## config.mk

```make
export PLATFORM = sky130hd
export DESIGN_NAME = credit_controller
export DESIGN_NICKNAME = d
export VERILOG_FILES = /design/src/rtl/credit_controller.sv
export SDC_FILE = /design/constraint.sdc
export NUM_CORES = 1
export LEC_CHECK = 0
export BUFFER_PORTS_ARGS = -buffer_cell sky130_fd_sc_hd__buf_2
export CAP_MARGIN = 30
export CORE_MARGIN = 2
export CORE_UTILIZATION = 56
export CTS_CLUSTER_DIAMETER = 50
export DETAILED_ROUTE_END_ITERATION = 10
export PLACE_DENSITY_LB_ADDON = 0.25
export SLEW_MARGIN = 40
export SYNTH_ARGS = -nofsm -noshare
export SYNTH_HDL_FRONTEND = slang
export SYNTH_SLANG_ARGS = --single-unit
```

## constraint.sdc

```tcl
create_clock -name clk -period 4.6 [get_ports clk]
set_input_delay 0.46 -clock clk [delete_from_list [all_inputs] [get_ports clk]]
set_output_delay 0.46 -clock clk [all_outputs]
set_load 0.005 [all_outputs]
```

## src/rtl/credit_controller.sv

```systemverilog
// Slot-machine front end: button sync/debounce, saturating credit balance, start_stop issue.
// Latency: press acted on DEBOUNCE_CYCLES+2 edges after btn_raw is first sampled high; coin/payout visible next cycle.
// Backpressure: none; coin is always accepted, and a press that cannot be served in the current state is discarded.
module credit_controller #(
   parameter int DEBOUNCE_CYCLES = 4,
   parameter int START_CREDITS   = 10,
   parameter int BET             = 1,
   parameter int PAYOUT          = 5,
   parameter int MAX_CREDITS     = 99
) (
   input  logic       clk,
   input  logic       rst,
   input  logic       btn_raw,
   input  logic       coin,
   input  logic       spin_done,
   input  logic       win_flag,
   output logic       start_stop,
   output logic [6:0] credits,
   output logic       busy,
   output logic       no_credit,
   output logic       win_pulse
);

   localparam int CW = $clog2(DEBOUNCE_CYCLES + 1);

   typedef enum logic [1:0] {IDLE, SPIN, WAIT} state_t;

   state_t        state;
   logic          sync_a;
   logic          sync_b;
   logic          btn_deb;
   logic          btn_deb_q;
   logic [CW-1:0] db_cnt;
   logic          press;
   logic          take_bet;
   logic          pay;
   logic [7:0]    sum;
   logic [6:0]    credits_nxt;

   always_ff @(posedge clk or negedge rst) begin
      if (!rst) begin
         sync_a    <= 1'b0;
         sync_b    <= 1'b0;
         btn_deb   <= 1'b0;
         btn_deb_q <= 1'b0;
         db_cnt    <= '0;
      end else begin
         sync_a    <= btn_raw;
         sync_b    <= sync_a;
         btn_deb_q <= btn_deb;
         // Any agreement restarts the count, so only an unbroken run of the new level flips btn_deb.
         if (sync_b == btn_deb) begin
            db_cnt <= '0;
         end else if (db_cnt == CW'(DEBOUNCE_CYCLES - 1)) begin
            btn_deb <= sync_b;
            db_cnt  <= '0;
         end else begin
            db_cnt <= db_cnt + 1'b1;
         end
      end
   end

   assign press     = btn_deb & ~btn_deb_q;
   assign no_credit = ({1'b0, credits} < 8'(BET));
   assign busy      = (state != IDLE);

   always_comb begin
      take_bet    = (state == IDLE) && press && !no_credit;
      pay         = (state == WAIT) && spin_done && win_flag;
      sum         = {1'b0, credits} - (take_bet ? 8'(BET) : 8'd0)
                    + {7'd0, coin} + (pay ? 8'(PAYOUT) : 8'd0);
      credits_nxt = (sum > 8'(MAX_CREDITS)) ? 7'(MAX_CREDITS) : sum[6:0];
   end

   always_ff @(posedge clk or negedge rst) begin
      if (!rst) begin
         state      <= IDLE;
         credits    <= 7'(START_CREDITS);
         start_stop <= 1'b0;
         win_pulse  <= 1'b0;
      end else begin
         credits    <= credits_nxt;
         win_pulse  <= pay;
         start_stop <= 1'b0;
         case (state)
            IDLE: if (take_bet) begin
               start_stop <= 1'b1;
               state      <= SPIN;
            end
            SPIN: if (press) begin
               start_stop <= 1'b1;
               state      <= WAIT;
            end
            WAIT: if (spin_done) state <= IDLE;
            default: state <= IDLE;
         endcase
      end
   end

endmodule
```

==> results of run 1 <==
[stage by stage]
| step | cell area (um^2) | power, W | hold slack, ns | util [%] | worst slack, ns |
|---|---|---|---|---|---|
| final | 1340 | 0.00111 | 0.0534 | 67.4 | 1.11 |
| after global routing | 1340 | 0.00119 | 0.0773 | 67.4 | 0.933 |
| after CTS | 1340 | 0.00110 | 0.0697 | 67.4 | 1.11 |
| after detailed placement | 1300 | 0.00100 | 0.349 | 65.6 | 1.13 |
| after global placement | 1300 | 0.000964 | 0.334 | 65.6 | 1.25 |
| after floorplan | 1190 | 0.000825 | 0.164 | - | 1.32 |
[power by group]
part	total [W]	internal [W]	leakage (nW)	switching, W
sequential	0.000262	0.000220	0.218	0.0000417
clock	0.000101	0.0000485	0.0210	0.0000529
combinational	0.000748	0.000338	0.430	0.000410
[registers in the layout (all words and copies together) (netlist names)]
signal	count
sync_b	1
credits	7
win_pulse	1
btn_deb	1
state	2
db_cnt	3
sync_a	1
start_stop	1
btn_deb_q	1
[logic make-up after synthesis]
kind of cell | count (synthesis)
AND/OR/NAND/NOR | 37
AO/OA/AOI/OAI | 25
flip-flops | 18
buffers and inverters | 17
adder cells (fa/ha/maj) | 14
XOR/XNOR | 2
multiplexers | 2
[layout make-up]
cell class	count	area (um^2)
tap	27	33.8
clock buffer	4	36.3
multi-input combinational	80	669
fill	162	646
sequential	18	453
timing repair buffer	16	80.1
inverter	17	63.8
[placed cells by master, fill, tap and decap left out, drive strengths merged]
cell and instances:
o311a 1, mux2i 1, xnor2 2, a211oi 2, dfrtp 16, buf 16
or3 2, nand2b 1, mux2 1, nor3 4, o21a 2, fa 2
a311o 1, o21ba 1, and3 3, o211ai 3, or4b 1, a22oi 1
a21oi 3, o21ai 3, nor2 6, o21bai 1, o31ai 2, clkbuf 4
nor2b 6, nand2 3, and2b 2, dfstp 2, a2111oi 1, o2111a 1
inv 17, a22o 1, nor3b 3, a21boi 2, ha 12, nand3 3
or2 2, nor4 1
[layer usage]
layer | vias up | global-route usage [%] | wire length (um)
li1 | 443 | - | -
met1 | 439 | 25.2 | 1060
met2 | 15 | 41.0 | 1280
met3 | 5 | 2.73 | 44
met4 | 0 | 12.0 | 56
met5 | - | 0 | 0
[worst paths after layout]
| kind | startpoint | end | slack [ns] | depth (start not counted) |
|---|---|---|---|---|
| setup reg to reg | credits[3]$_DFF_PN1_ | credits[2]$_DFF_PN0_ | 1.11 | 12 |
| min in group clk | btn_raw | sync_a$_DFF_PN0_ | 0.26 | 1 |
| hold / removal | rst | win_pulse$_DFF_PN0_ | 0.05 | 1 |
| max in group asynchronous | rst | credits[3]$_DFF_PN1_ | 4.23 | 1 |
| hold reg to reg | sync_a$_DFF_PN0_ | sync_b$_DFF_PN0_ | 0.37 | 0 |
| setup / recovery | credits[3]$_DFF_PN1_ | credits[2]$_DFF_PN0_ | 1.11 | 12 |
[worst max-delay path, stage by stage, from the launching register on]
cell and delay (ns):
dfstp_2 0.55, inv_1 0.08, ha_1 0.20, and3_1 0.19, nor3_1 0.20, ha_1 0.28, fa_1 0.42, fa_1 0.38
and2b_2 0.29, o311a_1 0.17, a211oi_2 0.05, and3_4 0.22, a2111oi_4 0.35
==> impl_metrics.json, run 1 <==
{
  "finish.net_count": 156,
  "clock_sink_count": 18,
  "worst-endpoint-arrival_ns": 3.70,
  "critical_path_class": "reg -> reg",
  "core-area_um2": 1980,
  "area.growth.synth_to_final_pct": 12.7,
  "cellPowerDensity_nw_per_um2": 831,
  "cts_tree": "built",
  "width_of_the_die_um": 50.0,
  "yosysWarnings": 0,
  "slew_headroom_pct": 71.5,
  "endpoints_failing_setup": 0,
  "synth_top_family_by_area": "simple AND/OR/NAND/NOR gates",
  "fmax_ghz": 0.286,
  "netlist.area_leader.share_pct": 33.8,
  "max_cap_violations": 0,
  "post_synth_xor_area_fraction_pct": 1.48,
  "design.portCount": 17,
  "post_synth_mux_area_share_pct": 1.79,
  "cts_inserted_buffers": 3,
  "wire_length_of_the_first_global_routing_pass_um": 4170,
  "cts_htree_levels": 1,
  "worst_setup_path_end_kind": "flop",
  "synth_sequential_area_ratio_pct": 38.2,
  "hold_fails_final_rpt": 0,
  "tightestPinTransition_ns": 0.427,
  "gp_routability_congestion": 0.865,
  "netlist_area_um2": 1190,
  "synth_cell_types": 41,
  "die-height_um": 50.0,
  "post_drt_via_cell_ratio": 5.57,
  "timing.critical_path.fanout_max": 5,
  "synth_most_common_cell": "inv_1",
  "layout.cells.non_filler": 162,
  "ys_top_cells_by_area": "dfrtp_1, ha_1, inv_1",
  "grt_remaining_overflow": 0,
  "ys_seq_elements": 18,
  "top_ff_cell_synth": "dfrtp_1",
  "routedWlPerCell_um": 15.1,
  "via_count": 902,
  "period_minus_slack_ns": 3.49,
  "hpwl_um": 1990,
  "synth_fp_nets": 135,
  "leakagePower_nw": 0.668,
  "core.rowCount": 16,
  "layout_worst_path_cycle_share_pct": 75.9,
  "grt_pass1_vias": 931,
  "post_synthesis_simple_gate_area_fraction_pct": 18.7,
  "postCtsSetupRepairBufs": 0,
  "layout-drive-gt1-share_pct": 25.2,
  "synth_area_in_compound_gates_pct": 18.5,
  "worst_ep_required_time_ns": 4.81,
  "placed_cells_incl_taps": 158,
  "worst_setup_hold_path_clk_slew_ns": 0.10,
  "synth.avg_cell_area_um2": 10.3,
  "postCtsHoldBufs": 0,
  "min_path_type": "in -> async",
  "worstSkewPairLatency_ns": 0.31,
  "detailedRoute.firstIterationViolations": 16,
  "diodes": 0,
  "finalMaxSlewViolations": 0,
  "category_of_the_worst_setup_path_launch_point": "flop",
  "first_pass_iters": 4,
  "synth_fa_ha_area_share_pct": 16.0,
  "antenna_found_initial": 0,
  "synth_enable_flop_cells": 0,
  "synthDominantAreaCellType": "dfrtp_1",
  "synth-async-reset-ratio_pct": 100,
  "wl_um": 2450,
  "fin_worst_skew_ns": 0.00412,
  "clock_tree.root_cell": "clkbuf_4",
  "run_status": "completed",
  "start_util_pct": 59.8,
  "post_cts_resized": 0,
  "max-vdd-ir-drop_mv": 0.525,
  "postSynthCellCount": 115,
  "antenna_violating_nets_post_route": 0,
  "total_drc_errors_in_the_routed_layout": 0,
  "synth_top_cells_by_count": "inv_1, dfrtp_1, ha_1, nor2_1, nor2b_1",
  "grt_start_max_net_pins": 19,
  "cts-root-to-sink-buffers": 2,
  "gr-usage-all-layers_pct": 22.6,
  "io_buffers": 16,
  "grt_setup_unrepaired": "no",
  "fp.dieArea_um2": 2500,
  "timing.setup.tns_ns": 0
}
(Power assumes the default switching activity.)
==> inputs of run 2 (changes only) <==
--- a/config.mk
+++ b/config.mk
@@ -5,10 +5,11 @@
 export SDC_FILE = /design/constraint.sdc
 export NUM_CORES = 1
 export LEC_CHECK = 0
+export ABC_AREA = 1
 export BUFFER_PORTS_ARGS = -buffer_cell sky130_fd_sc_hd__buf_2
 export CAP_MARGIN = 30
 export CORE_MARGIN = 2
-export CORE_UTILIZATION = 56
+export CORE_UTILIZATION = 55
 export CTS_CLUSTER_DIAMETER = 50
 export DETAILED_ROUTE_END_ITERATION = 10
 export PLACE_DENSITY_LB_ADDON = 0.25
==> constraint.sdc (replaced) <==
create_clock -name clk -period 3.5 [get_ports clk]
set_input_delay 0.35 -clock clk [delete_from_list [all_inputs] [get_ports clk]]
set_output_delay 0.35 -clock clk [all_outputs]
set_load 0.005 [all_outputs]
==> run 2 against run 1 <==
Effect of this change: final area down 4.7%; register-to-register slack worse by 0.83 ns; clock-buffer cell count unchanged; synthesized cell count up 17%; worst setup slack worse by 0.83 ns; largest cell class unchanged; largest power group unchanged.
==> impl_metrics.json, run 2 <==
{
  "run_status": "completed",
  "post_drt_via_cell_ratio": 4.99,
  "yosysWarnings": 0,
  "num-fill-cells": 183,
  "finish.net_count": 177,
  "post_synth_mux_area_share_pct": 0,
  "layout_top_registers": "credits: 7 flops, db_cnt: 3 flops, state: 2 flops",
  "synth_area_in_compound_gates_pct": 4.16,
  "gr-usage-all-layers_pct": 20.5,
  "netlist.area_leader.share_pct": 36.0,
  "layout_commonest_cell": "nand2_1",
  "layout.cells.non_filler": 183,
  "layout-drive-gt1-share_pct": 18.6,
  "worst-endpoint-arrival_ns": 3.43,
  "grt_remaining_overflow": 0,
  "postCtsSetupRepairBufs": 0,
  "detailedRoute.firstIterationViolations": 15,
  "max-vdd-ir-drop_mv": 0.703,
  "area.growth.synth_to_final_pct": 14.4,
  "core.rowCount": 16,
  "total_drc_errors_in_the_routed_layout": 0,
  "synth_cell_types": 21,
  "worst_hold_slack_ns": 0.163,
  "post_synth_xor_area_fraction_pct": 0.787,
  "fin_worst_skew_ns": 0.00199,
  "synth_sequential_area_ratio_pct": 40.7,
  "synth-async-reset-ratio_pct": 100,
  "synth.avg_cell_area_um2": 8.25,
  "register_area_um2": 453,
  "timing.setup.tns_ns": 0,
  "critical_path_class": "reg -> reg",
  "post_synthesis_simple_gate_area_fraction_pct": 27.9,
  "cts_htree_levels": 1,
  "leakagePower_nw": 0.733,
  "fmax_ghz": 0.311,
  "register_name_with_the_most_flops": "credits",
  "wl_um": 2150,
  "ys_top_cells_by_area": "dfrtp_1, ha_1, nand2_1",
  "hpwl_um": 1740,
  "placed_area_um2": 1230,
  "grt_pass1_vias": 842,
  "power_report.internal_total_w": 0.000680,
  "finalInstanceArea_um2": 1270,
  "design.portCount": 17,
  "p_seq_share_pct": 25.8,
  "ys_seq_elements": 18,
  "period_minus_slack_ns": 3.22,
  "antenna_violating_nets_post_route": 0,
  "grt_setup_unrepaired": "no",
  "die-height_um": 49.0,
  "width_of_the_die_um": 49.0,
  "flip_flop_count_of_the_largest_register_after_layout": 7,
  "wire_length_of_the_first_global_routing_pass_um": 3760,
  "layout_common_cells": "nand2_1, inv_1, dfrtp_1, buf_2, nand3_1",
  "via_count": 913,
  "synthDominantAreaCellType": "dfrtp_1",
  "postSynthCellCount": 135,
  "first_pass_iters": 4,
  "timing.critical_path.fanout_max": 4,
  "synth_top_cells_by_count": "nand2_1, inv_1, dfrtp_1, nand3_1",
  "synth_enable_flop_cells": 0,
  "slew_headroom_pct": 74.1,
  "swShare_pct": 48.4,
  "clockPowerShare_pct": 9.3,
  "worstSkewPairLatency_ns": 0.29,
  "synth_fp_nets": 155,
  "routedWlPerCell_um": 11.8,
  "timing.reg2reg.setup_slack_ns": 0.28,
  "worst_setup_hold_path_clk_slew_ns": 0.09,
  "top_ff_cell_synth": "dfrtp_1",
  "hold_fails_final_rpt": 0,
  "cts-root-to-sink-buffers": 2,
  "synth_top_family_by_area": "simple AND/OR/NAND/NOR gates",
  "antenna_found_initial": 0,
  "finalMaxSlewViolations": 0,
  "cts_tree": "built",
  "diodes": 0,
  "max_cap_violations": 0,
  "endpoints_failing_setup": 0,
  "p_comb_share_pct": 64.8,
  "placed_cells_incl_taps": 178,
  "min_path_type": "in -> reg",
  "cellPowerDensity_nw_per_um2": 1030,
  "start_util_pct": 57.3,
  "synth_fa_ha_area_share_pct": 17.1,
  "synth_most_common_cell": "nand2_1",
  "worst_ep_required_time_ns": 3.71,
  "netlist_area_um2": 1110,
  "clock_tree.root_cell": "clkbuf_4",
  "worst_setup_path_end_kind": "flop",
  "grt_start_max_net_pins": 19,
  "layout_worst_path_cycle_share_pct": 91.9,
  "fp.dieArea_um2": 2400,
  "category_of_the_worst_setup_path_launch_point": "flop",
  "gp_routability_congestion": 0.852,
  "multi_input_comb_area_um2": 556,
  "cts_inserted_buffers": 3,
  "switching_power_w": 0.000638,
  "core-area_um2": 1940,
  "clock_sink_count": 18,
  "io_buffers": 16,
  "tightestPinTransition_ns": 0.388
}
==> run 2: cell types whose count changed in the layout (fill, tap and decap cells not counted), sizes merged, moves of 6 or more <==
| cell | delta |
|---|---|
| inv | +11 |
| nand2 | +28 |
| nand3 | +13 |
| nor2 | +7 |
| nor2b | -6 |
==> run 2: through the flow <==
stage                     setup slack (ns)  power, W  utilization, %
final                                0.282   0.00132            65.6
after global routing                 0.130   0.00147            65.6
after CTS                            0.313   0.00132            65.6
after detailed placement             0.341   0.00119            63.2
after global placement               0.423   0.00117            63.2
after floorplan                      0.552  0.000988               -
==> run 2: worst paths after layout <==
check,start,depth (start not counted),endpoint
worst max-delay path,credits[3]$_DFF_PN1_,18,credits[4]$_DFF_PN0_
worst min-delay path,btn_raw,1,sync_a$_DFF_PN0_
min in group asynchronous,rst,2,credits[0]$_DFF_PN0_
max in group asynchronous,rst,2,credits[3]$_DFF_PN1_
worst min register to register,sync_a$_DFF_PN0_,0,sync_b$_DFF_PN0_
worst max register to register,credits[3]$_DFF_PN1_,18,credits[4]$_DFF_PN0_
==> run 2: what timing repair did <==
action                    in CTS  in global routing
hold endpoints to repair      16                  0
hold buffers                   1                  0
gates resized for setup        0                  0
==> run 2: cells by family (layout without fill, tap and decap cells) <==
family / after synthesis / in the layout
AO/OA/AOI/OAI: 7 / 7
XOR/XNOR: 1 / 1
adder cells (fa/ha/maj): 14 / 14
buffers and inverters: 28 / 49
flip-flops: 18 / 18
AND/OR/NAND/NOR: 67 / 67
==> run 2: area by class of cell <==
class | instances | share of cell area, %
Timing Repair Buffer | 17 | 7.07
Tap cell | 27 | 2.65
Clock buffer | 4 | 2.85
Inverter | 28 | 8.25
Multi-Input combinational cell | 89 | 43.6
Sequential cell | 18 | 35.6
==> run 2: power groups by stage <==
stage | logic, W | clock network (W) | registers (W)
6_report | 0.000855 | 0.000123 | 0.000340
5_1_grt | 0.000981 | 0.000137 | 0.000349
4_1_cts | 0.000855 | 0.000128 | 0.000341
3_5_place_dp | 0.000845 | 0 | 0.000344
3_3_place_gp | 0.000826 | 0 | 0.000339
2_1_floorplan | 0.000651 | 0 | 0.000336
==> run 2: worst max-delay path, cell delays in order, from the launching register on <==
cell and delay (ns):
dfstp_2 0.56, inv_1 0.08, ha_1 0.21, a21oi_1 0.19, nor2_1 0.06, nand2_1 0.10
inv_1 0.05, ha_1 0.29, fa_1 0.40, fa_1 0.39, inv_1 0.10, nand2_1 0.07
nand2_1 0.06, nand3_1 0.06, nand2_1 0.08, nand3_1 0.12, nand3_4 0.11, nand2_2 0.07
nor2_1 0.14
==> run 2: metal layers <==
metal  GRT usage (%)  routed length (um)  vias up  part of all wire (%)
li1                -                   -      470                     -
met1            26.1                 996      416                    46
met2            36.1                1060       27                    49
met3            4.91                  91        0                   4.2
met4            2.86                   0        0                     0
met5               0                   0        -                     0
==> inputs of run 3 (changes only) <==
==> constraint.sdc (replaced) <==
create_clock -name clk -period 3.5 [get_ports clk]
set_input_delay 0.7 -clock clk [delete_from_list [all_inputs] [get_ports clk]]
set_output_delay 0.7 -clock clk [all_outputs]
set_load 0.005 [all_outputs]
==> run 3 against run 2 <==
Effect of this change: clock skew unchanged; cell count down 0.55%; sequential share of layout area up 0.28 points; final area down 0.79%; global-route usage down 0.13 points; critical path type unchanged; highest routed layer unchanged; via count down 0.44%; sequential cell count unchanged; first-iteration DRC count unchanged; non-clock buffer count down 1.
==> impl_metrics.json, run 3 (synthesis gave the netlist of run 2 again) <==
{
  "grt_setup_unrepaired": "no",
  "cpPeakStageDelay_ns": 0.56,
  "post_cts_resized": 0,
  "cts_tree": "built",
  "placed_cells_incl_taps": 178,
  "critPathMostFrequentCell": "nand2_1",
  "core.rowCount": 16,
  "run_status": "completed",
  "gr-usage-all-layers_pct": 20.3,
  "fmax_ghz": 0.311,
  "min_path_type": "in -> async",
  "fin_worst_skew_ns": 0.00199,
  "max_cap_violations": 0,
  "clock_sink_count": 18,
  "flip_flop_count_of_the_largest_register_after_layout": 7,
  "placed_area_um2": 1230,
  "first_pass_iters": 4,
  "grt_remaining_overflow": 0,
  "layout_common_cells": "nand2_1, inv_1, dfrtp_1, buf_2, nand3_1",
  "width_of_the_die_um": 49.0,
  "r2r_start": "credits[3]$_DFF_PN1_",
  "hpwl_um": 1740,
  "io_buffers": 16,
  "routedWlPerCell_um": 11.8,
  "worst-path-buf-inv": 3,
  "worst_setup_hold_path_clk_slew_ns": 0.10,
  "slew_headroom_pct": 74.2,
  "cts-root-to-sink-buffers": 2,
  "detailedRoute.firstIterationViolations": 15,
  "post_drt_via_cell_ratio": 4.99,
  "global_route.usage.met3_pct": 4.91,
  "layout.cells.non_filler": 182,
  "finalInstanceArea_um2": 1260,
  "design.portCount": 17,
  "timing.critical_path.fanout_max": 4,
  "layout_worst_path_cycle_share_pct": 91.9,
  "core-area_um2": 1940,
  "critical_path_class": "reg -> reg",
  "finish.net_count": 176,
  "timing.setup.tns_ns": 0,
  "worst_ep_required_time_ns": 3.71,
  "register_name_with_the_most_flops": "credits",
  "layout-drive-gt1-share_pct": 18.7,
  "globalRouteMet2Util_pct": 35.6,
  "num-fill-cells": 184,
  "period_minus_slack_ns": 3.22,
  "worst_setup_path_end_kind": "flop",
  "die-height_um": 49.0,
  "grt-busiest-layer": "met2",
  "cellPowerDensity_nw_per_um2": 1040,
  "worstSkewPairLatency_ns": 0.29,
  "gp_routability_congestion": 0.852,
  "layout_top_registers": "credits: 7 flops, db_cnt: 3 flops, state: 2 flops",
  "cts_inserted_buffers": 3,
  "cts_htree_levels": 1,
  "use_met1_pct": 26.1,
  "grt_pass1_vias": 830,
  "wl_um": 2140,
  "fp.dieArea_um2": 2400,
  "hold_fails_final_rpt": 0,
  "total_drc_errors_in_the_routed_layout": 0,
  "diodes": 0,
  "critical_path.top_delay_family": "adder cells",
  "tightestPinTransition_ns": 0.387,
  "antenna_found_initial": 0,
  "grt_start_max_net_pins": 19,
  "cp-startpoint": "credits[3]$_DFF_PN1_",
  "via_count": 909,
  "wire_length_of_the_first_global_routing_pass_um": 3730,
  "start_util_pct": 57.3,
  "clock_tree.root_cell": "clkbuf_4",
  "leakagePower_nw": 0.729,
  "antenna_violating_nets_post_route": 0,
  "crit_slowest_cell": "dfstp_2",
  "area.growth.synth_to_final_pct": 13.5,
  "layout_commonest_cell": "nand2_1",
  "finalMaxSlewViolations": 0,
  "max-vdd-ir-drop_mv": 0.703,
  "place_worst_setup_slack_ns": 0.341,
  "finalWorstSetupSlack_ns": 0.282,
  "worst-endpoint-arrival_ns": 3.43,
  "postCtsSetupRepairBufs": 0,
  "postCtsHoldBufs": 0,
  "category_of_the_worst_setup_path_launch_point": "flop",
  "cp_cell_sequence": "inv_1 > ha_1 > a21oi_1 > nor2_1 > nand2_1 > inv_1 > ha_1 > fa_1 > fa_1 > inv_1 > nand2_1 > nand2_1 > nand3_1 > nand2_1 > nand3_1 > nand3_4 > nand2_2 > nor2_1",
  "endpoints_failing_setup": 0
}
==> run 3: cell type report <==
class / instances / area, um^2 / area share (%)
Timing Repair Buffer: 16 / 80.1 / 6.34
Multi-Input combinational cell: 89 / 556 / 44.0
Inverter: 28 / 105 / 8.32
Clock buffer: 4 / 36.3 / 2.87
Tap cell: 27 / 33.8 / 2.67
Sequential cell: 18 / 453 / 35.8
==> run 3: metal layers <==
layer	wire, um	share of wire, %
met4	0	0
met3	95	4.4
met5	0	0
met2	1050	49
met1	989	46
==> run 3: worst reg2reg max path: stages, from the launching register on <==
cell and delay [ns]:
dfstp_2 0.56, inv_1 0.08, ha_1 0.21, a21oi_1 0.19, nor2_1 0.06, nand2_1 0.10, inv_1 0.05, ha_1 0.29
fa_1 0.40, fa_1 0.39, inv_1 0.10, nand2_1 0.07, nand2_1 0.06, nand3_1 0.06, nand2_1 0.08, nand3_1 0.12
nand3_4 0.11, nand2_2 0.07, nor2_1 0.14
==> run 3: final timing paths <==
kind	end	slack, ns	depth (start not counted)
max	credits[4]$_DFF_PN0_	0.28	18
min	credits[0]$_DFF_PN0_	0.32	1
max reg2reg	credits[4]$_DFF_PN0_	0.28	18
min reg2reg	sync_b$_DFF_PN0_	0.36	0
max in group asynchronous	credits[3]$_DFF_PN1_	2.87	1
min in group clk	sync_b$_DFF_PN0_	0.36	0
==> run 3: power breakdown <==
part / total [W] / internal, W / leakage [nW] / switching, W
clock network: 0.000123 / 0.0000634 / 0.0210 / 0.0000598
logic: 0.000854 / 0.000324 / 0.492 / 0.000529
registers: 0.000340 / 0.000292 / 0.216 / 0.0000489
total: 0.00132 / 0.000679 / 0.729 / 0.000638
==> run 3: through the flow <==
stage | util (%) | total power [W] | hold slack, ns
after floorplan | - | 0.000988 | 0.331
after global placement | 63.2 | 0.00117 | 0.334
after detailed placement | 63.2 | 0.00119 | 0.336
after CTS | 65.1 | 0.00132 | 0.323
after global routing | 65.1 | 0.00147 | 0.329
final | 65.1 | 0.00132 | 0.317
